$ cat src/rtl/i2s_tx_fifo_mc_if.sv
// Upstream sample-word channel into i2s_tx_fifo_mc: one frame word (all lines,
// left and right) per transfer.
interface i2s_tx_fifo_mc_if #(
    parameter int WORD_W = 48
);
    // A word transfers on every clock edge where APDATA_VALID_i and APDATA_READY_o
    // are both high; the source holds APSDATA_i stable while valid waits on ready.
    logic [WORD_W-1:0] APSDATA_i;
    logic              APDATA_VALID_i;
    logic              APDATA_READY_o;

    modport master (
        output APSDATA_i,
        output APDATA_VALID_i,
        input  APDATA_READY_o
    );

    modport slave (
        input  APSDATA_i,
        input  APDATA_VALID_i,
        output APDATA_READY_o
    );
endinterface

$ cat src/rtl/i2s_tx_fifo_mc.sv
// FIFO-fed multi-line I2S / left-justified transmitter with a free-running
// frame generator clocked from the audio master clock.
module i2s_tx_fifo_mc #(
    parameter int I2S_DATA_BITS      = 24,
    parameter int I2S_BCKS_PER_FRAME = 64,
    parameter int MCLK_FRAME_DIVIDER = 256,
    parameter int NUM_LINES          = 1,
    parameter int FIFO_DEPTH         = 8
) (
    input  logic                          AMCLK_i,
    input  logic                          reset,
    i2s_tx_fifo_mc_if.slave               ap,
    input  logic                          fmt_lj_i,
    input  logic                          mute_i,
    output logic [$clog2(FIFO_DEPTH):0]   fifo_level_o,
    output logic                          underflow_o,
    output logic                          I2S_BCK,
    output logic                          I2S_WS,
    output logic [NUM_LINES-1:0]          I2S_DATA
);
    localparam int W             = I2S_DATA_BITS;
    localparam int WORD_W        = NUM_LINES * 2 * W;
    localparam int MCLK_DIV_BITS = $clog2(MCLK_FRAME_DIVIDER);
    localparam int D             = MCLK_FRAME_DIVIDER / I2S_BCKS_PER_FRAME;
    localparam int D_BITS        = $clog2(D);
    localparam int SLOT_BITS     = $clog2(I2S_BCKS_PER_FRAME);
    localparam int HALF          = I2S_BCKS_PER_FRAME / 2;
    localparam int PTR_BITS      = $clog2(FIFO_DEPTH);
    localparam int WB            = (W > 1) ? $clog2(W) : 1;

    // Frame counter: free-running, never resynchronised to incoming data.
    logic [MCLK_DIV_BITS-1:0] ctr;
    logic                     load;

    assign load = (ctr == MCLK_DIV_BITS'(MCLK_FRAME_DIVIDER - 1));

    always_ff @(posedge AMCLK_i) begin
        if (reset) begin
            ctr <= '0;
        end else begin
            ctr <= ctr + 1'b1;
        end
    end

    logic [WORD_W-1:0]   mem [FIFO_DEPTH];
    logic [PTR_BITS-1:0] wr_ptr;
    logic [PTR_BITS-1:0] rd_ptr;
    logic [PTR_BITS:0]   level;
    logic                empty;
    logic                full;
    logic                push;
    logic                pop;

    assign empty             = (level == '0);
    assign full              = (level == (PTR_BITS + 1)'(FIFO_DEPTH));
    assign ap.APDATA_READY_o = !reset && !full;
    assign push              = ap.APDATA_VALID_i && ap.APDATA_READY_o;
    // Empty is the registered state, so a word pushed in the load cycle waits a frame.
    assign pop               = load && !empty;
    assign fifo_level_o      = level;
    assign underflow_o       = load && empty && !reset;

    always_ff @(posedge AMCLK_i) begin
        if (push) begin
            mem[wr_ptr] <= ap.APSDATA_i;
        end
    end

    always_ff @(posedge AMCLK_i) begin
        if (reset) begin
            wr_ptr <= '0;
            rd_ptr <= '0;
            level  <= '0;
        end else begin
            if (push) begin
                wr_ptr <= wr_ptr + 1'b1;
            end
            if (pop) begin
                rd_ptr <= rd_ptr + 1'b1;
            end
            case ({push, pop})
                2'b10:   level <= level + 1'b1;
                2'b01:   level <= level - 1'b1;
                default: level <= level;
            endcase
        end
    end

    // Word being transmitted this frame and the format it was latched with.
    logic [WORD_W-1:0] frame_q;
    logic              fmt_q;

    always_ff @(posedge AMCLK_i) begin
        if (reset) begin
            frame_q <= '0;
            fmt_q   <= 1'b0;
        end else if (load) begin
            fmt_q   <= fmt_lj_i;
            frame_q <= (empty || mute_i) ? '0 : mem[rd_ptr];
        end
    end

    logic [SLOT_BITS-1:0] slot;
    logic                 bck_d;
    logic                 ws_d;
    logic [NUM_LINES-1:0] data_d;
    int                   lpos;
    int                   rpos;
    logic                 l_in;
    logic                 r_in;
    logic [WB-1:0]        l_idx;
    logic [WB-1:0]        r_idx;

    assign slot  = ctr[MCLK_DIV_BITS-1:D_BITS];
    assign bck_d = ctr[D_BITS-1];
    assign ws_d  = slot[SLOT_BITS-1] ^ fmt_q;

    // Bit position within each channel; I2S places the MSB one slot late.
    always_comb begin
        lpos  = int'(slot) - (fmt_q ? 0 : 1);
        rpos  = lpos - HALF;
        l_in  = (lpos >= 0) && (lpos < W);
        r_in  = (rpos >= 0) && (rpos < W);
        l_idx = WB'(W - 1 - lpos);
        r_idx = WB'(W - 1 - rpos);
    end

    for (genvar n = 0; n < NUM_LINES; n++) begin : g_line
        logic [W-1:0] left_w;
        logic [W-1:0] right_w;

        assign left_w    = frame_q[2*n*W +: W];
        assign right_w   = frame_q[(2*n+1)*W +: W];
        assign data_d[n] = l_in ? left_w[l_idx] : (r_in ? right_w[r_idx] : 1'b0);
    end

    always_ff @(posedge AMCLK_i) begin
        if (reset) begin
            I2S_BCK  <= 1'b0;
            I2S_WS   <= 1'b0;
            I2S_DATA <= '0;
        end else begin
            I2S_BCK  <= bck_d;
            I2S_WS   <= ws_d;
            I2S_DATA <= data_d;
        end
    end
endmodule

$ cat src/flat_wrapper.sv
// flat-port wrapper written by rule: the top's interface ports become plain ports
module i2s_tx_fifo_mc_flat 
#(
    parameter int I2S_DATA_BITS      = 24,
    parameter int I2S_BCKS_PER_FRAME = 64,
    parameter int MCLK_FRAME_DIVIDER = 256,
    parameter int NUM_LINES          = 1,
    parameter int FIFO_DEPTH         = 8
)
  (AMCLK_i, reset, fmt_lj_i, mute_i, fifo_level_o, underflow_o, I2S_BCK, I2S_WS, I2S_DATA, ap_APSDATA_i, ap_APDATA_VALID_i, ap_APDATA_READY_o);
  i2s_tx_fifo_mc_if #(.WORD_W(48)) ap_i ();
  input  logic AMCLK_i;
  input  logic reset;
  input  logic fmt_lj_i;
  input  logic mute_i;
  output logic [$clog2(FIFO_DEPTH):0] fifo_level_o;
  output logic underflow_o;
  output logic I2S_BCK;
  output logic I2S_WS;
  output logic [NUM_LINES-1:0] I2S_DATA;
  input wire logic [$bits(ap_i.APSDATA_i)-1:0] ap_APSDATA_i;
  input wire logic [$bits(ap_i.APDATA_VALID_i)-1:0] ap_APDATA_VALID_i;
  output wire logic [$bits(ap_i.APDATA_READY_o)-1:0] ap_APDATA_READY_o;
  assign ap_i.APSDATA_i = ap_APSDATA_i;
  assign ap_i.APDATA_VALID_i = ap_APDATA_VALID_i;
  assign ap_APDATA_READY_o = ap_i.APDATA_READY_o;
  i2s_tx_fifo_mc #(.I2S_DATA_BITS(I2S_DATA_BITS), .I2S_BCKS_PER_FRAME(I2S_BCKS_PER_FRAME), .MCLK_FRAME_DIVIDER(MCLK_FRAME_DIVIDER), .NUM_LINES(NUM_LINES), .FIFO_DEPTH(FIFO_DEPTH)) u_core (.AMCLK_i(AMCLK_i), .reset(reset), .ap(ap_i), .fmt_lj_i(fmt_lj_i), .mute_i(mute_i), .fifo_level_o(fifo_level_o), .underflow_o(underflow_o), .I2S_BCK(I2S_BCK), .I2S_WS(I2S_WS), .I2S_DATA(I2S_DATA));
endmodule
$ cat config.mk
export PLATFORM = sky130hd
export DESIGN_NAME = i2s_tx_fifo_mc_flat
export DESIGN_NICKNAME = d
export VERILOG_FILES = /design/src/rtl/i2s_tx_fifo_mc_if.sv /design/src/rtl/i2s_tx_fifo_mc.sv /design/src/flat_wrapper.sv
export SDC_FILE = /design/constraint.sdc
export NUM_CORES = 1
export LEC_CHECK = 0
export CORE_UTILIZATION = 54
export CTS_BUF_LIST = sky130_fd_sc_hd__clkbuf_8
export CTS_CLUSTER_SIZE = 10
export DETAILED_ROUTE_END_ITERATION = 8
export HOLD_SLACK_MARGIN = 0.02
export PLACE_DENSITY = 0.81
export SYNTH_ARGS = -nofsm -noshare
export SYNTH_HDL_FRONTEND = slang
export SYNTH_SLANG_ARGS = --single-unit
export TNS_END_PERCENT = 10
$ cat constraint.sdc
create_clock -name AMCLK_i -period 4.93 [get_ports AMCLK_i]
set_clock_uncertainty 0.15 [all_clocks]
set_input_delay 0.493 -clock AMCLK_i [delete_from_list [all_inputs] [get_ports AMCLK_i]]
set_output_delay 0.493 -clock AMCLK_i [all_outputs]
set_load 0.03 [all_outputs]
==> Implementation_results.wiki <==
{| class="wikitable"
! Metric !! Value
|-
| Num CTS Buffers || 71
|-
| Worst-case vdd ir drop || 211.5 uV
|-
| Highest fanout seen on the critical path || 23
|-
| Detailed-route vias per instance || 5.869
|-
| Number of iterations in the first detailed-routing pass || 5
|-
| Number of inserted diodes || 0
|-
| Placement-stage worst setup slack || 1.626 ns
|-
| Flip-flop cell with the highest count after synthesis || edfxtp_1
|-
| Clock buffer depth || 3
|-
| Comb pwr share || 3.1%
|-
| Switching Fraction || 20.98%
|-
| EDFF count, synth || 384
|-
| Remaining design rule violation count || 0
|-
| Number of distinct library cell variants in the gate-level netlist after synthesis || 50
|-
| Slew at the pin closest to its max-slew limit || 1.117 ns
|-
| Count of input and output buffers || 61
|-
| Highest attainable clock frequency || 293.2 MHz
|-
| Combined global-route utilization of all metal layers || 21.14%
|-
| Status || completed
|-
| Final Hold Vio Count || 0
|-
| Die W || 183.9 um
|-
| CTS H-tree depth || 3
|-
| Post-route antenna net violation count || 0
|-
| Detailed-route via count || 8944
|-
| Area of the placeable core || 32540 um2
|-
| Average instance area after synthesis || 19.27 um2
|-
| TritonCTS clock tree || built
|-
| Most common cell after layout, fill and taps aside || edfxtp_1
|-
| Post-DP Area || 18990 um2
|-
| Post_cts resized || 0
|-
| Part of the power in registers || 57.5%
|-
| Share of the clock period used by the worst path || 69.19%
|-
| DRT iter0 DRCs || 754
|-
| Final critical-path setup slack || 1.519 ns
|-
| Wire length per cell after detailed routing || 22.31 um
|-
| Count of endpoints failing setup in the final report || 0
|-
| Cell Pwr Density || 363.2 nW/um2
|-
| Wire length of the first global-routing pass || 53370 um
|-
| Clock sink count || 457
|-
| Required time worst endpoint || 4.29 ns
|-
| Relative area change from synthesis to final layout || 13.68%
|-
| Number of global-route vias before repair || 9283
|-
| Post-detailed-placement half-perimeter wirelength || 18960 um
|-
| Layout Utilization || 62.43%
|-
| Minimum clock period after layout || 3.411 ns
|-
| Power, Total || 7.376 mW
|-
| Proportion of register bits with asynchronous set or reset after synthesis || 0%
|-
| Total of warnings raised by yosys || 0
|-
| Category of the worst setup path capture point || primary output
|-
| Commonest non-fill, non-tap cells in the layout || edfxtp_1, mux4_2, nor2_1, clkbuf_8, dfxtp_1
|-
| Clock network power share || 39.4%
|-
| Sequential area share after synthesis || 72.72%
|-
| Crit path kind || reg -> out
|-
| Y dimension of the die || 183.9 um
|-
| Total gr overflow || 0
|-
| Clock transition at the registers of the reported paths || 0.05 ns
|-
| Maximum number of pins on one net before global-route repair || 73
|-
| RSZ-0062 raised after global routing || false
|-
| Max-cap check violation count || 0
|-
| Static power due to leakage || 6.434 nW
|-
| Placer's final routability congestion estimate || 0.8489
|-
| CP startpoint kind || flip-flop
|-
| Post-layout nets || 1088
|-
| Final worst hold slack || 0.3188 ns
|-
| Worst min-delay path class || reg -> reg
|-
| Total instance count after detailed placement || 1394
|-
| Post-Synthesis Net Count || 990
|-
| Aggregate negative setup slack || 0 ns
|-
| Count of mapped cells out of synthesis || 927
|-
| Total number of placement rows || 66
|-
| Finished Layout Cells || 1524
|-
| Number of antenna violations at the first check in global routing || 0
|-
| Pint || 5.828 mW
|-
| Cell chosen for the clock root || clkbuf_8
|-
| Floorplan die area || 33820 um2
|-
| Rel. slew slack || 25.50%
|-
| Arrival time of data at the critical path endpoint || 2.77 ns
|-
| Number of storage elements in the synthesis netlist || 457
|-
| Ratio of cells with drive above 1 in the final layout || 26.34%
|-
| Clock insertion delay at the later pin of the skew report || 0.59 ns
|-
| Net Switching || 1.548 mW
|-
| Setup repair bufs after CTS || 0
|-
| Final routed wirelength across all metal layers || 33990 um
|-
| Effective utilization at floorplan || 54.91%
|-
| I/O pin cnt || 62
|-
| Count of pins over their slew limit || 0
|-
| Final std cell area, no fill || 20310 um2
|-
| Total standard cell area after synthesis || 17870 um2
|-
| Hold buffers post-CTS || 0
|}
## power groups by stage
stage	Clock [mW]	Combinational (mW)	Sequential (mW)
finish	2.90	0.232	4.24
global route	3.15	0.252	4.24
CTS	2.97	0.236	4.24
detailed placement	0	0.235	4.32
global placement	0	0.227	4.32
floorplan	0	0.105	4.32
## cell usage after synthesis (all sizes together), types with 7 or more instances
cell type	n	area, um2
ha	9	112.6
a21oi	9	45.04
a22oi	51	382.9
nor2	85	319.1
mux4	109	2459
nor3	7	40.04
mux2	50	563.0
clkbuf	30	112.6
inv	8	30.03
mux2i	11	110.1
edfxtp	384	11530
xnor2	8	70.07
buf	25	167.7
dfxtp	73	1461
nand2	12	45.04
## critical path, stage by stage, from the launching register on
cell and delay [ns]:
dfxtp_1 0.38, ha_1 0.21, and3_1 0.23, nand4_1 0.15, buf_4 0.29, nor3b_1 0.22
clkdlybuf4s50_1 0.71
## routing by layer
layer  part of all wire [%]  vias up  routed length, um  track usage, %
li1                       -     3955                  -               -
met1                     42     4614              14390           29.39
met2                     49      319              16810           34.17
met3                    6.4       56               2177           3.803
met4                    1.8        0                618           6.900
met5                      0        -                  0               0
## state kept, by name, indices dropped and copies added (netlist names), named ones only
signal               cells
u_core.fmt_q             1
u_core.ctr               8
u_core.I2S_DATA          1
u_core.frame_q          48
u_core.fifo_level_o      4
u_core.wr_ptr            3
u_core.mem             384
u_core.I2S_BCK           1
u_core.I2S_WS            1
u_core.rd_ptr            3
## worst paths after layout
kind	startpoint	end	slack, ns	cells past startpoint
hold / removal	u_core.ctr[0]	u_core.ctr[0]	0.32	1
setup / recovery	u_core.ctr[1]	underflow_o	1.52	6
setup reg to reg	u_core.ctr[2]	u_core.I2S_DATA	1.63	9
hold reg to reg	u_core.ctr[0]	u_core.ctr[0]	0.32	1
## final cells by class
class                           instances  area [um2]
Clock buffer                           77        1060
Clock inverter                         53       262.8
Fill cell                            2245       12230
Inverter                                8       30.03
Multi-Input combinational cell        407        4631
Sequential cell                       457       13000
Tap cell                              442       553.0
Timing Repair Buffer                   80       773.2
## cell families after synthesis
family                     synth area share, %
adders and majority gates               0.7424
AOI/OAI and AO/OA                        3.173
DFF                                      72.72
and+or+nand+nor                          3.411
muxes                                    17.53
xor gates and xnor gates                0.6863
buffers and inverters                    1.737
(Power assumes the default switching activity.)
